==> src/rtl/decode_issue_unit_if.sv <==
// Decode/issue bundle: decode-side inputs, writeback port,
// and the registered Execute-stage outputs.
//   slave  : the decode_issue_unit side
//   master : whoever drives decode and consumes Execute
interface decode_issue_unit_if #(
    parameter int XLEN = 32
);
    logic [31:0]     InstrD;
    logic [XLEN-1:0] PCD;
    logic [XLEN-1:0] PCPlus4D;
    logic            ValidD;
    logic            FlushE;
    logic            RegWriteW;
    logic [4:0]      RdW;
    logic [XLEN-1:0] ResultW;

    logic            StallD;
    logic            ValidE;
    logic            IllegalE;
    logic [4:0]      Rs1E;
    logic [4:0]      Rs2E;
    logic [4:0]      RdE;
    logic [XLEN-1:0] RD1E;
    logic [XLEN-1:0] RD2E;
    logic [XLEN-1:0] ExtImmE;
    logic [XLEN-1:0] PCE;
    logic [XLEN-1:0] PCPlus4E;
    logic            RegWriteE;
    logic            MemWriteE;
    logic            JumpE;
    logic            BranchE;
    logic            AluSrcE;
    logic            JalrE;
    logic [1:0]      ResultSrcE;
    logic [1:0]      StoreTypeE;
    logic [2:0]      LoadTypeE;
    logic [2:0]      BranchTypeE;
    logic [3:0]      ALUControlE;

    modport slave (
        input  InstrD, PCD, PCPlus4D, ValidD, FlushE,
        input  RegWriteW, RdW, ResultW,
        output StallD, ValidE, IllegalE,
        output Rs1E, Rs2E, RdE, RD1E, RD2E, ExtImmE,
        output PCE, PCPlus4E,
        output RegWriteE, MemWriteE, JumpE, BranchE,
        output AluSrcE, JalrE, ResultSrcE, StoreTypeE,
        output LoadTypeE, BranchTypeE, ALUControlE
    );

    modport master (
        output InstrD, PCD, PCPlus4D, ValidD, FlushE,
        output RegWriteW, RdW, ResultW,
        input  StallD, ValidE, IllegalE,
        input  Rs1E, Rs2E, RdE, RD1E, RD2E, ExtImmE,
        input  PCE, PCPlus4E,
        input  RegWriteE, MemWriteE, JumpE, BranchE,
        input  AluSrcE, JalrE, ResultSrcE, StoreTypeE,
        input  LoadTypeE, BranchTypeE, ALUControlE
    );
endinterface

==> src/rtl/decode_issue_unit.sv <==
// Decode stage + register file + ID/EX pipeline register.
// Ports: clk, rst (sync, active-high), bus (slave modport).
module decode_issue_unit #(
    parameter int XLEN   = 32,
    parameter int NREGS  = 32,
    parameter int BYPASS = 1
) (
    input logic                clk,
    input logic                rst,
    decode_issue_unit_if.slave bus
);
    localparam logic [6:0] OP_LOAD   = 7'b0000011;
    localparam logic [6:0] OP_STORE  = 7'b0100011;
    localparam logic [6:0] OP_REG    = 7'b0110011;
    localparam logic [6:0] OP_IMM    = 7'b0010011;
    localparam logic [6:0] OP_BRANCH = 7'b1100011;
    localparam logic [6:0] OP_JAL    = 7'b1101111;
    localparam logic [6:0] OP_JALR   = 7'b1100111;
    localparam logic [6:0] OP_LUI    = 7'b0110111;
    localparam logic [6:0] OP_AUIPC  = 7'b0010111;

    // ResultSrc: 00 ALU, 01 memory, 10 PC+4, 11 PC+imm
    localparam logic [1:0] RES_MEM = 2'b01;
    localparam logic [1:0] RES_PC4 = 2'b10;
    localparam logic [1:0] RES_PCI = 2'b11;

    localparam logic [3:0] ALU_ADD  = 4'd0;
    localparam logic [3:0] ALU_SUB  = 4'd1;
    localparam logic [3:0] ALU_AND  = 4'd2;
    localparam logic [3:0] ALU_OR   = 4'd3;
    localparam logic [3:0] ALU_XOR  = 4'd4;
    localparam logic [3:0] ALU_SLT  = 4'd5;
    localparam logic [3:0] ALU_SLTU = 4'd6;
    localparam logic [3:0] ALU_SLL  = 4'd7;
    localparam logic [3:0] ALU_SRL  = 4'd8;
    localparam logic [3:0] ALU_SRA  = 4'd9;
    localparam logic [3:0] ALU_PASS = 4'd10;

    typedef enum logic [2:0] {
        IMM_I, IMM_S, IMM_B, IMM_J, IMM_U
    } imm_t;

    typedef struct packed {
        logic       regwrite;
        logic       memwrite;
        logic       jump;
        logic       branch;
        logic       alusrc;
        logic       jalr;
        logic [1:0] resultsrc;
        logic [1:0] storetype;
        logic [2:0] loadtype;
        logic [2:0] branchtype;
        logic [3:0] aluctl;
    } ctrl_t;

    logic [31:0] i;
    logic [6:0]  op;
    logic [2:0]  f3;
    logic [4:0]  rs1, rs2, rd;
    assign i   = bus.InstrD;
    assign op  = i[6:0];
    assign f3  = i[14:12];
    assign rd  = i[11:7];
    assign rs1 = i[19:15];
    assign rs2 = i[24:20];

    ctrl_t      ctrl, ctrl_d;
    imm_t       immsrc;
    logic       use1, use2, used;
    logic [3:0] alu_f;

    always_comb begin
        alu_f = ALU_ADD;
        unique case (f3)
            3'b000: alu_f = (op == OP_REG && i[30]) ? ALU_SUB : ALU_ADD;
            3'b001: alu_f = ALU_SLL;
            3'b010: alu_f = ALU_SLT;
            3'b011: alu_f = ALU_SLTU;
            3'b100: alu_f = ALU_XOR;
            3'b101: alu_f = i[30] ? ALU_SRA : ALU_SRL;
            3'b110: alu_f = ALU_OR;
            3'b111: alu_f = ALU_AND;
            default: alu_f = ALU_ADD;
        endcase
    end

    always_comb begin
        ctrl   = '0;
        immsrc = IMM_I;
        use1   = 1'b0;
        use2   = 1'b0;
        used   = 1'b0;
        unique case (1'b1)
            op == OP_LOAD: begin
                ctrl.regwrite  = 1'b1;
                ctrl.alusrc    = 1'b1;
                ctrl.resultsrc = RES_MEM;
                ctrl.loadtype  = f3;
                {use1, used}   = 2'b11;
            end
            op == OP_STORE: begin
                ctrl.memwrite  = 1'b1;
                ctrl.alusrc    = 1'b1;
                ctrl.storetype = f3[1:0];
                immsrc         = IMM_S;
                {use1, use2}   = 2'b11;
            end
            op == OP_REG: begin
                ctrl.regwrite      = 1'b1;
                ctrl.aluctl        = alu_f;
                {use1, use2, used} = 3'b111;
            end
            op == OP_IMM: begin
                ctrl.regwrite = 1'b1;
                ctrl.alusrc   = 1'b1;
                ctrl.aluctl   = alu_f;
                {use1, used}  = 2'b11;
            end
            op == OP_BRANCH: begin
                ctrl.branch     = 1'b1;
                ctrl.branchtype = f3;
                ctrl.aluctl     = ALU_SUB;
                immsrc          = IMM_B;
                {use1, use2}    = 2'b11;
            end
            op == OP_JAL: begin
                ctrl.regwrite  = 1'b1;
                ctrl.jump      = 1'b1;
                ctrl.resultsrc = RES_PC4;
                immsrc         = IMM_J;
                used           = 1'b1;
            end
            op == OP_JALR: begin
                ctrl.regwrite  = 1'b1;
                ctrl.jalr      = 1'b1;
                ctrl.alusrc    = 1'b1;
                ctrl.resultsrc = RES_PC4;
                {use1, used}   = 2'b11;
            end
            op == OP_LUI: begin
                ctrl.regwrite = 1'b1;
                ctrl.alusrc   = 1'b1;
                ctrl.aluctl   = ALU_PASS;
                immsrc        = IMM_U;
                used          = 1'b1;
            end
            op == OP_AUIPC: begin
                ctrl.regwrite  = 1'b1;
                ctrl.resultsrc = RES_PCI;
                immsrc         = IMM_U;
                used           = 1'b1;
            end
            default: ;
        endcase
    end

    logic [31:0] imm32;
    always_comb begin
        unique case (immsrc)
            IMM_I: imm32 = {{20{i[31]}}, i[31:20]};
            IMM_S: imm32 = {{20{i[31]}}, i[31:25], i[11:7]};
            IMM_B: imm32 = {{19{i[31]}}, i[31], i[7],
                            i[30:25], i[11:8], 1'b0};
            IMM_J: imm32 = {{11{i[31]}}, i[31], i[19:12],
                            i[20], i[30:21], 1'b0};
            IMM_U: imm32 = {i[31:12], 12'b0};
            default: imm32 = '0;
        endcase
    end

    // Indices >= 16 are only meaningful to flag on RV32E.
    logic illegal;
    assign illegal = (NREGS == 16) && bus.ValidD &&
                     ((use1 && rs1[4]) || (use2 && rs2[4]) ||
                      (used && rd[4]));

    always_comb begin
        ctrl_d = bus.ValidD ? ctrl : '0;
        if (illegal) begin
            ctrl_d.regwrite = 1'b0;
            ctrl_d.memwrite = 1'b0;
        end
    end

    logic [XLEN-1:0] rf [1:NREGS-1];
    logic            wr_en;
    assign wr_en = bus.RegWriteW && bus.RdW != 5'd0 &&
                   {27'b0, bus.RdW} < 32'(NREGS);

    always_ff @(posedge clk) begin
        if (rst) begin
            for (int k = 1; k < NREGS; k++) rf[k] <= '0;
        end else if (wr_en) begin
            for (int k = 1; k < NREGS; k++)
                if (bus.RdW == 5'(k)) rf[k] <= bus.ResultW;
        end
    end

    logic [XLEN-1:0] rd1, rd2;
    always_comb begin
        rd1 = '0;
        rd2 = '0;
        for (int k = 1; k < NREGS; k++) begin
            if (rs1 == 5'(k)) rd1 = rf[k];
            if (rs2 == 5'(k)) rd2 = rf[k];
        end
        if (BYPASS != 0 && wr_en && bus.RdW == rs1) rd1 = bus.ResultW;
        if (BYPASS != 0 && wr_en && bus.RdW == rs2) rd2 = bus.ResultW;
    end

    // Load in Execute feeding the instruction in Decode.
    // Self-clears once the bubble drops ValidE.
    logic stall;
    assign stall = bus.ValidE && bus.ResultSrcE == RES_MEM &&
                   bus.RdE != 5'd0 && bus.ValidD &&
                   (bus.RdE == rs1 || bus.RdE == rs2);
    assign bus.StallD = stall;

    always_ff @(posedge clk) begin
        if (rst || bus.FlushE || stall) begin
            bus.ValidE      <= 1'b0;
            bus.IllegalE    <= 1'b0;
            bus.Rs1E        <= '0;
            bus.Rs2E        <= '0;
            bus.RdE         <= '0;
            bus.RD1E        <= '0;
            bus.RD2E        <= '0;
            bus.ExtImmE     <= '0;
            bus.PCE         <= '0;
            bus.PCPlus4E    <= '0;
            bus.RegWriteE   <= 1'b0;
            bus.MemWriteE   <= 1'b0;
            bus.JumpE       <= 1'b0;
            bus.BranchE     <= 1'b0;
            bus.AluSrcE     <= 1'b0;
            bus.JalrE       <= 1'b0;
            bus.ResultSrcE  <= '0;
            bus.StoreTypeE  <= '0;
            bus.LoadTypeE   <= '0;
            bus.BranchTypeE <= '0;
            bus.ALUControlE <= '0;
        end else begin
            bus.ValidE      <= bus.ValidD;
            bus.IllegalE    <= illegal;
            bus.Rs1E        <= rs1;
            bus.Rs2E        <= rs2;
            bus.RdE         <= rd;
            bus.RD1E        <= rd1;
            bus.RD2E        <= rd2;
            bus.ExtImmE     <= XLEN'($signed(imm32));
            bus.PCE         <= bus.PCD;
            bus.PCPlus4E    <= bus.PCPlus4D;
            bus.RegWriteE   <= ctrl_d.regwrite;
            bus.MemWriteE   <= ctrl_d.memwrite;
            bus.JumpE       <= ctrl_d.jump;
            bus.BranchE     <= ctrl_d.branch;
            bus.AluSrcE     <= ctrl_d.alusrc;
            bus.JalrE       <= ctrl_d.jalr;
            bus.ResultSrcE  <= ctrl_d.resultsrc;
            bus.StoreTypeE  <= ctrl_d.storetype;
            bus.LoadTypeE   <= ctrl_d.loadtype;
            bus.BranchTypeE <= ctrl_d.branchtype;
            bus.ALUControlE <= ctrl_d.aluctl;
        end
    end
endmodule

==> src/flat_wrapper.sv <==
// flat-port wrapper written by rule: the top's interface ports become plain ports
module decode_issue_unit_flat 
#(
    parameter int XLEN   = 32,
    parameter int NREGS  = 32,
    parameter int BYPASS = 1
)
  (clk, rst, bus_InstrD, bus_PCD, bus_PCPlus4D, bus_ValidD, bus_FlushE, bus_RegWriteW, bus_RdW, bus_ResultW, bus_StallD, bus_ValidE, bus_IllegalE, bus_Rs1E, bus_Rs2E, bus_RdE, bus_RD1E, bus_RD2E, bus_ExtImmE, bus_PCE, bus_PCPlus4E, bus_RegWriteE, bus_MemWriteE, bus_JumpE, bus_BranchE, bus_AluSrcE, bus_JalrE, bus_ResultSrcE, bus_StoreTypeE, bus_LoadTypeE, bus_BranchTypeE, bus_ALUControlE);
  decode_issue_unit_if #(.XLEN(XLEN)) bus_i ();
  input logic clk;
  input logic rst;
  input wire logic [$bits(bus_i.InstrD)-1:0] bus_InstrD;
  input wire logic [$bits(bus_i.PCD)-1:0] bus_PCD;
  input wire logic [$bits(bus_i.PCPlus4D)-1:0] bus_PCPlus4D;
  input wire logic [$bits(bus_i.ValidD)-1:0] bus_ValidD;
  input wire logic [$bits(bus_i.FlushE)-1:0] bus_FlushE;
  input wire logic [$bits(bus_i.RegWriteW)-1:0] bus_RegWriteW;
  input wire logic [$bits(bus_i.RdW)-1:0] bus_RdW;
  input wire logic [$bits(bus_i.ResultW)-1:0] bus_ResultW;
  output wire logic [$bits(bus_i.StallD)-1:0] bus_StallD;
  output wire logic [$bits(bus_i.ValidE)-1:0] bus_ValidE;
  output wire logic [$bits(bus_i.IllegalE)-1:0] bus_IllegalE;
  output wire logic [$bits(bus_i.Rs1E)-1:0] bus_Rs1E;
  output wire logic [$bits(bus_i.Rs2E)-1:0] bus_Rs2E;
  output wire logic [$bits(bus_i.RdE)-1:0] bus_RdE;
  output wire logic [$bits(bus_i.RD1E)-1:0] bus_RD1E;
  output wire logic [$bits(bus_i.RD2E)-1:0] bus_RD2E;
  output wire logic [$bits(bus_i.ExtImmE)-1:0] bus_ExtImmE;
  output wire logic [$bits(bus_i.PCE)-1:0] bus_PCE;
  output wire logic [$bits(bus_i.PCPlus4E)-1:0] bus_PCPlus4E;
  output wire logic [$bits(bus_i.RegWriteE)-1:0] bus_RegWriteE;
  output wire logic [$bits(bus_i.MemWriteE)-1:0] bus_MemWriteE;
  output wire logic [$bits(bus_i.JumpE)-1:0] bus_JumpE;
  output wire logic [$bits(bus_i.BranchE)-1:0] bus_BranchE;
  output wire logic [$bits(bus_i.AluSrcE)-1:0] bus_AluSrcE;
  output wire logic [$bits(bus_i.JalrE)-1:0] bus_JalrE;
  output wire logic [$bits(bus_i.ResultSrcE)-1:0] bus_ResultSrcE;
  output wire logic [$bits(bus_i.StoreTypeE)-1:0] bus_StoreTypeE;
  output wire logic [$bits(bus_i.LoadTypeE)-1:0] bus_LoadTypeE;
  output wire logic [$bits(bus_i.BranchTypeE)-1:0] bus_BranchTypeE;
  output wire logic [$bits(bus_i.ALUControlE)-1:0] bus_ALUControlE;
  assign bus_i.InstrD = bus_InstrD;
  assign bus_i.PCD = bus_PCD;
  assign bus_i.PCPlus4D = bus_PCPlus4D;
  assign bus_i.ValidD = bus_ValidD;
  assign bus_i.FlushE = bus_FlushE;
  assign bus_i.RegWriteW = bus_RegWriteW;
  assign bus_i.RdW = bus_RdW;
  assign bus_i.ResultW = bus_ResultW;
  assign bus_StallD = bus_i.StallD;
  assign bus_ValidE = bus_i.ValidE;
  assign bus_IllegalE = bus_i.IllegalE;
  assign bus_Rs1E = bus_i.Rs1E;
  assign bus_Rs2E = bus_i.Rs2E;
  assign bus_RdE = bus_i.RdE;
  assign bus_RD1E = bus_i.RD1E;
  assign bus_RD2E = bus_i.RD2E;
  assign bus_ExtImmE = bus_i.ExtImmE;
  assign bus_PCE = bus_i.PCE;
  assign bus_PCPlus4E = bus_i.PCPlus4E;
  assign bus_RegWriteE = bus_i.RegWriteE;
  assign bus_MemWriteE = bus_i.MemWriteE;
  assign bus_JumpE = bus_i.JumpE;
  assign bus_BranchE = bus_i.BranchE;
  assign bus_AluSrcE = bus_i.AluSrcE;
  assign bus_JalrE = bus_i.JalrE;
  assign bus_ResultSrcE = bus_i.ResultSrcE;
  assign bus_StoreTypeE = bus_i.StoreTypeE;
  assign bus_LoadTypeE = bus_i.LoadTypeE;
  assign bus_BranchTypeE = bus_i.BranchTypeE;
  assign bus_ALUControlE = bus_i.ALUControlE;
  decode_issue_unit #(.XLEN(XLEN), .NREGS(NREGS), .BYPASS(BYPASS)) u_core (.clk(clk), .rst(rst), .bus(bus_i));
endmodule
==> config.mk <==
export PLATFORM = sky130hd
export DESIGN_NAME = decode_issue_unit_flat
export DESIGN_NICKNAME = d
export VERILOG_FILES = /design/src/rtl/decode_issue_unit_if.sv /design/src/rtl/decode_issue_unit.sv /design/src/flat_wrapper.sv
export SDC_FILE = /design/constraint.sdc
export NUM_CORES = 2
export LEC_CHECK = 0
export BUFFER_PORTS_ARGS = -buffer_cell sky130_fd_sc_hd__buf_4
export CAP_MARGIN = 20
export CELL_PAD_IN_SITES_DETAIL_PLACEMENT = 1
export CELL_PAD_IN_SITES_GLOBAL_PLACEMENT = 2
export CORE_ASPECT_RATIO = 1.5
export CORE_MARGIN = 3
export CORE_UTILIZATION = 43
export DETAILED_ROUTE_END_ITERATION = 8
export PLACE_DENSITY_LB_ADDON = 0.1
export SLEW_MARGIN = 20
export SYNTH_ARGS = -nofsm -noshare
export SYNTH_HDL_FRONTEND = slang
export SYNTH_SLANG_ARGS = --single-unit
==> constraint.sdc <==
create_clock -name clk -period 9.55 [get_ports clk]
set_input_delay 0.955 -clock clk [delete_from_list [all_inputs] [get_ports clk]]
set_output_delay 0.955 -clock clk [all_outputs]
set_load 0.05 [all_outputs]
== Word level (Yosys, flattened, before mapping) ==
Memories as Yosys holds them, arrays and structs flattened.
Cells that the tools add are included.
Word-level totals
  bits of input ports: 138
  logic and storage cells: 432
  memories: 1
  register bits after elaboration: 196
  memory bits (writable): 992
  output and inout bits: 198
Memory list
  u_core.rf: depth 31, bits a word 32, rd ports 31, clocked after memory_dff 0, write ports 31, RTL line decode_issue_unit.sv:186  | logic [XLEN-1:0] rf [1:NREGS-1];
Operators by class
  reduce and logical (&&, ||, !) cells: 24
  bitwise gates (word level): 35
  equal/unequal tests: 118
  muxes and demuxes: 234
Operators with widths (count)
  2-to-1 mux 32 bit: 95
  == test 5 bit (second input constant): 48
  case mux 32 bit (5 select lines): 1
  2-to-1 mux 1 bit: 134
  == test 5 x 4 -> 1 bit (second input constant): 24
  == test 5 x 3 -> 1 bit (second input constant): 12
  case mux 4 bit (8 select lines): 1
  OR 1 bit: 31
  == test 5 x 2 -> 1 bit (second input constant): 6
  == test 7 x 6 -> 1 bit (second input constant): 3
  == test 7 bit (second input constant): 3
  == test 5 bit: 4
  == test 3 bit (second input constant): 5
  == test 5 x 1 -> 1 bit (second input constant): 3
  == test 7 x 5 -> 1 bit (second input constant): 2
  == test 3 x 2 -> 1 bit (second input constant): 4
  case mux 3 bit (4 select lines): 1
  case mux 4 bit (3 select lines): 1
  nonzero test 5 bit: 2
  OR reduction 3 bit: 3
  logical AND 1 bit: 8
  OR reduction 2 bit: 4
  == test 7 x 2 -> 1 bit (second input constant): 1
  OR reduction 7 bit: 1
  other kinds (7): 14

== Depth between registers and ports, before layout ==
  depth in word-level cells: 33
  mapped depth: 12

== Worst setup path before layout ==
OpenSTA, ideal clock, no wires.
  path kind: input to register
  from: input bus_RdW[0]
  to: register u_core.rf[1][0] (netlist name)
  setup slack: 5845 ps
  stages: 4
  arrival time: 3277 ps
  buffers on the path: 2
  library setup time: 428 ps
  path through: buf_4 -> or4_4 -> buf_6 -> o21bai_1
RTL lines
  start, declared: RTL line flat_wrapper.sv:18  | input wire logic [$bits(bus_i.RdW)-1:0] bus_RdW;

== Worst setup path after layout ==
  from: input bus_InstrD[20]
  to: register u_core.bus.RD2E[29]
Between the ends
  longest elaborated chain between the ends: 33
  elaborated cells between the ends (all ways): 69
  classes of those cells: 33 x eq/ne; 32 x mux; 4 x reduce/logical
RTL lines
  start, declared: RTL line flat_wrapper.sv:12  | input wire logic [$bits(bus_i.InstrD)-1:0] bus_InstrD;
  == test 5 x 1 -> 1 bit: RTL line decode_issue_unit.sv:206  | if (rs2 == 5'(k)) rd2 = rf[k];
  2-to-1 mux 32 bit (31 in a row): RTL line decode_issue_unit.sv:206
  2-to-1 mux 32 bit: RTL line decode_issue_unit.sv:209  | if (BYPASS != 0 && wr_en && bus.RdW == rs2) rd2 = bus.ResultW;
  end signal, assigned: RTL line decode_issue_unit.sv:250  | bus.RD2E <= rd2;
  end, declared: RTL line decode_issue_unit_if.sv:44  | output Rs1E, Rs2E, RdE, RD1E, RD2E, ExtImmE,
Parallel ways exist; a longest one is shown, timed or not.
A chain may end at the register's enable or synchronous reset.

==> results.txt <==
Setup violations remaining at the end of the flow were counted as 0. Max-cap violations in this run came to 0. After floorplanning, the core was divided into 168 placement rows. Fill cells in the final layout number 15100. The final setup TNS was 0 ns; the maximum clock path buffer count was 3. STA classifies the critical path startpoint as an input pin. The met3 wire length is 46300 um.

For the total die area, the log shows 146000 um^2. Broken down by cell family, the worst path's largest delay share belongs to buffers and inverters. Timing would allow up to 213 MHz. For this run, the number of Yosys warnings is 0. The final weighted congestion in routability-driven placement is 1.06, and the post-synthesis share of cell area spent on full adders, half adders and majority gates is 0. The synthesized design contains 1188 register bits.

The final clock skew was 0.0448 ns. In the routed layout, each cell is associated on average with a via count of 7.24. The die is 313 um wide. In this run the mean area of a mapped cell was 10.6 um^2.

Detailed routing placed a total of 157000 um of wire on met2. The analysis attributes to net switching a power of 3.82 mW. The run finished with clean final reports. The number of clock buffers added by TritonCTS is 119.

The critical path is of the in2reg type. For the part of the total power dissipated in sequential elements, the log shows 0.479. The area added between synthesis and finish was 15.0%; the delay of the slowest cell on the worst path was 0.76 ns.

The area occupied by multi-input gates is 25500 um^2. The async set-reset flop share out of synthesis was 0. The fraction of power spent switching nets is 0.296, and the mux contribution to synthesized area is 0.0220.

The number of pins with negative max-slew slack in the final report came out at 0. The first TritonRoute pass finished after 8 iterations. Root buffer cell: sky130_fd_sc_hd__clkbuf_16.

The internal power of the cells was 9.06 mW; the number of vias in the routed layout was 57300. Share of the synthesized area in the top cell type: 0.489. The synthesized netlist occupies a cell area of 60900 um^2.

By area the synthesized netlist is led by sky130_fd_sc_hd__edfxtp_1, sky130_fd_sc_hd__and2_1, sky130_fd_sc_hd__dfxtp_1, sky130_fd_sc_hd__o21ai_0, sky130_fd_sc_hd__a21oi_1. Worst slew slack as a fraction of its limit: 0.0521. The path type of the worst min-delay path is in2reg.

The global-route wire length before repair was 486000 um; the initial antenna violation count was 46. The share of the synthesized netlist area taken by xor and xnor gates works out to 0.00316. The detailed router put a total of 122000 um of wire on met1.

The final clock period utilization by the worst path came out at 0.493. The portion of total power attributed to combinational logic is 0.132, and the half-perimeter wire length after detailed placement is 255000 um. The netlist uses 95 different library cells.

The share of layout cells above drive strength 1 was 0.162; the worst path required time was 10.15 ns. For this design the ratio of total power to cell area is 184 nW/um^2. Entering global routing, the biggest net connects 82 pins.

By instance count, the cell type seen most on the critical path is sky130_fd_sc_hd__buf_4. Synthesis produced a netlist with a net count of 5905. After layout, the design draws a total of 12.9 mW. Of all nets on the critical path, the largest fanout is 81.

Fraction of the mapped netlist area in compound gates: 0.187. Summed over all instances, the cell type with the most area after synthesis is sky130_fd_sc_hd__edfxtp_1. For the count of H-tree levels built during CTS, the log shows 3. The post-layout minimum cycle time was 4.70 ns.

The logs give 33700 um^2 for the sequential cell area and 6052 for the final net count. In this run the vertical extent of the chip is 467 um. The tools report the number of hold-repair buffers added at the cts stage as 0.

Sorting the synthesized cells by how often they occur yields sky130_fd_sc_hd__and2_1, sky130_fd_sc_hd__edfxtp_1, sky130_fd_sc_hd__nor2_1. The simple-gate share of the synthesized area is 0.195. The worst setup path is captured at a register. The total track usage is 0.486. For this design the static power due to leakage is 24.8 nW. The count of buffer and inverter cells on the critical path is 3, and the largest vdd supply drop is 0.000191 V. The uppermost signal routing layer after detailed routing was met5. For the worst setup path, the data arrival time is 5.31 ns.

The clock input transition at the sequential cells of the worst setup and hold paths came out at 0.07 ns. Part of the total power dissipated in the clock network: 0.389. The tools report the total count of hold-check failures in the final report as 0. Final global-route overflow total: 0.

For this block, the routed nets add up to 365000 um of wire. Core footprint: 140000 um^2. Synthesis handed over a netlist of 5767 instances. The library cell contributing the largest single delay on the critical path was sky130_fd_sc_hd__or3_2. The tools report the number of placed I/O pins as 336. The per-cell routed wire length is 46.1 um.

Setup repair after global routing left no endpoint under its margin. The most common cell in the synthesized netlist is sky130_fd_sc_hd__and2_1. Post-CTS setup-driven buffer insertion count: 0.

TritonCTS built the clock tree. The initial core utilization was 0.434. Yosys mapped a number of flops with a built-in enable equal to 992. The post-route antenna net violation count is 0, and the slew at the pin with the worst max-slew slack is 1.42 ns. Among all flip-flop cells after synthesis, the most frequent one is sky130_fd_sc_hd__edfxtp_1. The number of input and output port buffers inserted works out to 334.

The clock net in this run drives a total of 1188 sinks. The tools report the initial DRC count as 10500. Sequential cell area fraction in the yosys report: 0.553.

After clock tree synthesis, the repair step resized 0 gates. For this run, design rule violations remaining after detail routing come to 0. The insertion delay of the later-clocked pin in the worst-skew pair was 0.80 ns. The largest family of logic cells by synthesized area was simple AND/OR/NAND/NOR gates. The number of global-route vias before repair is 55400. Walking the worst path, the cells encountered are buf_8 -> buf_4 -> xnor2_1 -> nand2_1 -> or3_2 -> buf_4 -> o2111ai_1 -> o211ai_1 -> a21oi_1.
==> power groups by stage <==
stage | registers (mW) | logic [mW] | clock network (mW)
floorplan | 6.25 | 0.665 | 0
global placement | 6.24 | 1.58 | 0
detailed placement | 6.25 | 1.60 | 0
CTS | 6.14 | 1.60 | 5.01
global route | 6.16 | 1.69 | 5.20
finish | 6.16 | 1.70 | 5.01
==> state kept, by name, indices dropped and copies added, names as in the netlist <==
| name | count |
|---|---|
| u_core.bus.PCPlus4E | 32 |
| u_core.bus.BranchTypeE | 3 |
| u_core.bus.RdE | 5 |
| u_core.bus.LoadTypeE | 3 |
| u_core.rf | 992 |
| u_core.bus.RD1E | 32 |
| u_core.bus.BranchE | 1 |
| u_core.bus.AluSrcE | 1 |
| u_core.bus.ValidE | 1 |
| u_core.bus.RD2E | 32 |
| u_core.bus.RegWriteE | 1 |
| u_core.bus.ExtImmE | 32 |
| u_core.bus.JumpE | 1 |
| u_core.bus.ALUControlE | 4 |
| u_core.bus.JalrE | 1 |
| u_core.bus.StoreTypeE | 2 |
| u_core.bus.MemWriteE | 1 |
| u_core.bus.ResultSrcE | 2 |
| u_core.bus.PCE | 32 |
| u_core.bus.Rs2E | 5 |
| u_core.bus.Rs1E | 5 |
==> per-layer routing <==
layer / vias up / GRT usage
li1: 21800 / -
met1: 28600 / 0.564
met2: 5301 / 0.734
met3: 1566 / 0.147
met4: 24 / 0.414
met5: - / 0.00132
==> per-stage QoR <==
step                cells  setup WS, ns  utilization  instance area (um^2)  hold slack, ns
detailed placement   7661          4.40        0.470                 65900           0.564
CTS                  7888          5.22        0.499                 69900           0.327
global route         7900          4.89        0.499                 70000           0.339
floorplan            5767          5.85            -                 60900           0.524
global placement     7658          4.03        0.470                 65900           0.555
finish               7912          4.85        0.500                 70000           0.354
==> area by class of cell <==
type / instances / share of cell area
Sequential cell: 1188 / 0.481
Multi-Input combinational cell: 4019 / 0.364
Timing Repair Buffer: 570 / 0.0619
Clock buffer: 160 / 0.0491
Tap cell: 1870 / 0.0334
Clock inverter: 67 / 0.00840
Inverter: 16 / 0.000857
Antenna cell: 22 / 0.000786
==> cells in the final DEF, fill, tap and decap left out, types with 31 or more instances in the layout <==
cell type                   netlist  final
sky130_fd_sc_hd__and2_1        1082   1081
sky130_fd_sc_hd__edfxtp_1       992    992
sky130_fd_sc_hd__buf_4           27    562
sky130_fd_sc_hd__a21oi_1        361    361
sky130_fd_sc_hd__o21ai_0        364    360
sky130_fd_sc_hd__nor2_1         386    339
sky130_fd_sc_hd__nand2_1        250    249
sky130_fd_sc_hd__o22ai_1        223    223
sky130_fd_sc_hd__dfxtp_1        196    196
sky130_fd_sc_hd__a22oi_1        140    140
sky130_fd_sc_hd__clkbuf_16        0    128
sky130_fd_sc_hd__nand3_1        109    107
sky130_fd_sc_hd__mux2i_1         88     87
sky130_fd_sc_hd__a221oi_1        81     81
sky130_fd_sc_hd__nor3_1          84     78
sky130_fd_sc_hd__o221ai_1        57     57
sky130_fd_sc_hd__o211ai_1        51     51
sky130_fd_sc_hd__a211oi_1        50     49
sky130_fd_sc_hd__a31oi_1         44     44
sky130_fd_sc_hd__nor2b_1         46     42
sky130_fd_sc_hd__a222oi_1        41     41
sky130_fd_sc_hd__nor2_2           7     36
sky130_fd_sc_hd__mux2_2          33     33
sky130_fd_sc_hd__o21bai_4         0     31
==> logic make-up (layout without fill, tap and decap cells) <==
logic type,after synthesis,after routing
other,1,23
muxes,125,125
buffers and inverters,560,813
DFF,1188,1188
AOI/OAI and AO/OA,1713,1713
xor gates and xnor gates,22,22
and+or+nand+nor,2158,2158
==> worst paths after layout <==
kind / start / endpoint / slack, ns / cells after the start
worst max-delay path: bus_InstrD[20] / u_core.bus.RD2E[29]$_SDFF_PP0_ / 4.85 / 9
worst min-delay path: bus_PCD[2] / u_core.bus.PCE[2]$_SDFF_PP0_ / 0.35 / 2
worst max register to register: u_core.bus.RdE[3]$_SDFF_PP0_ / u_core.bus.RD2E[29]$_SDFF_PP0_ / 5.58 / 6
worst min register to register: u_core.rf[1][480]$_SDFFCE_PN0P_ / u_core.bus.RD1E[0]$_SDFF_PP0_ / 0.57 / 2
No activity file was read; power rests on OpenSTA's default activity.
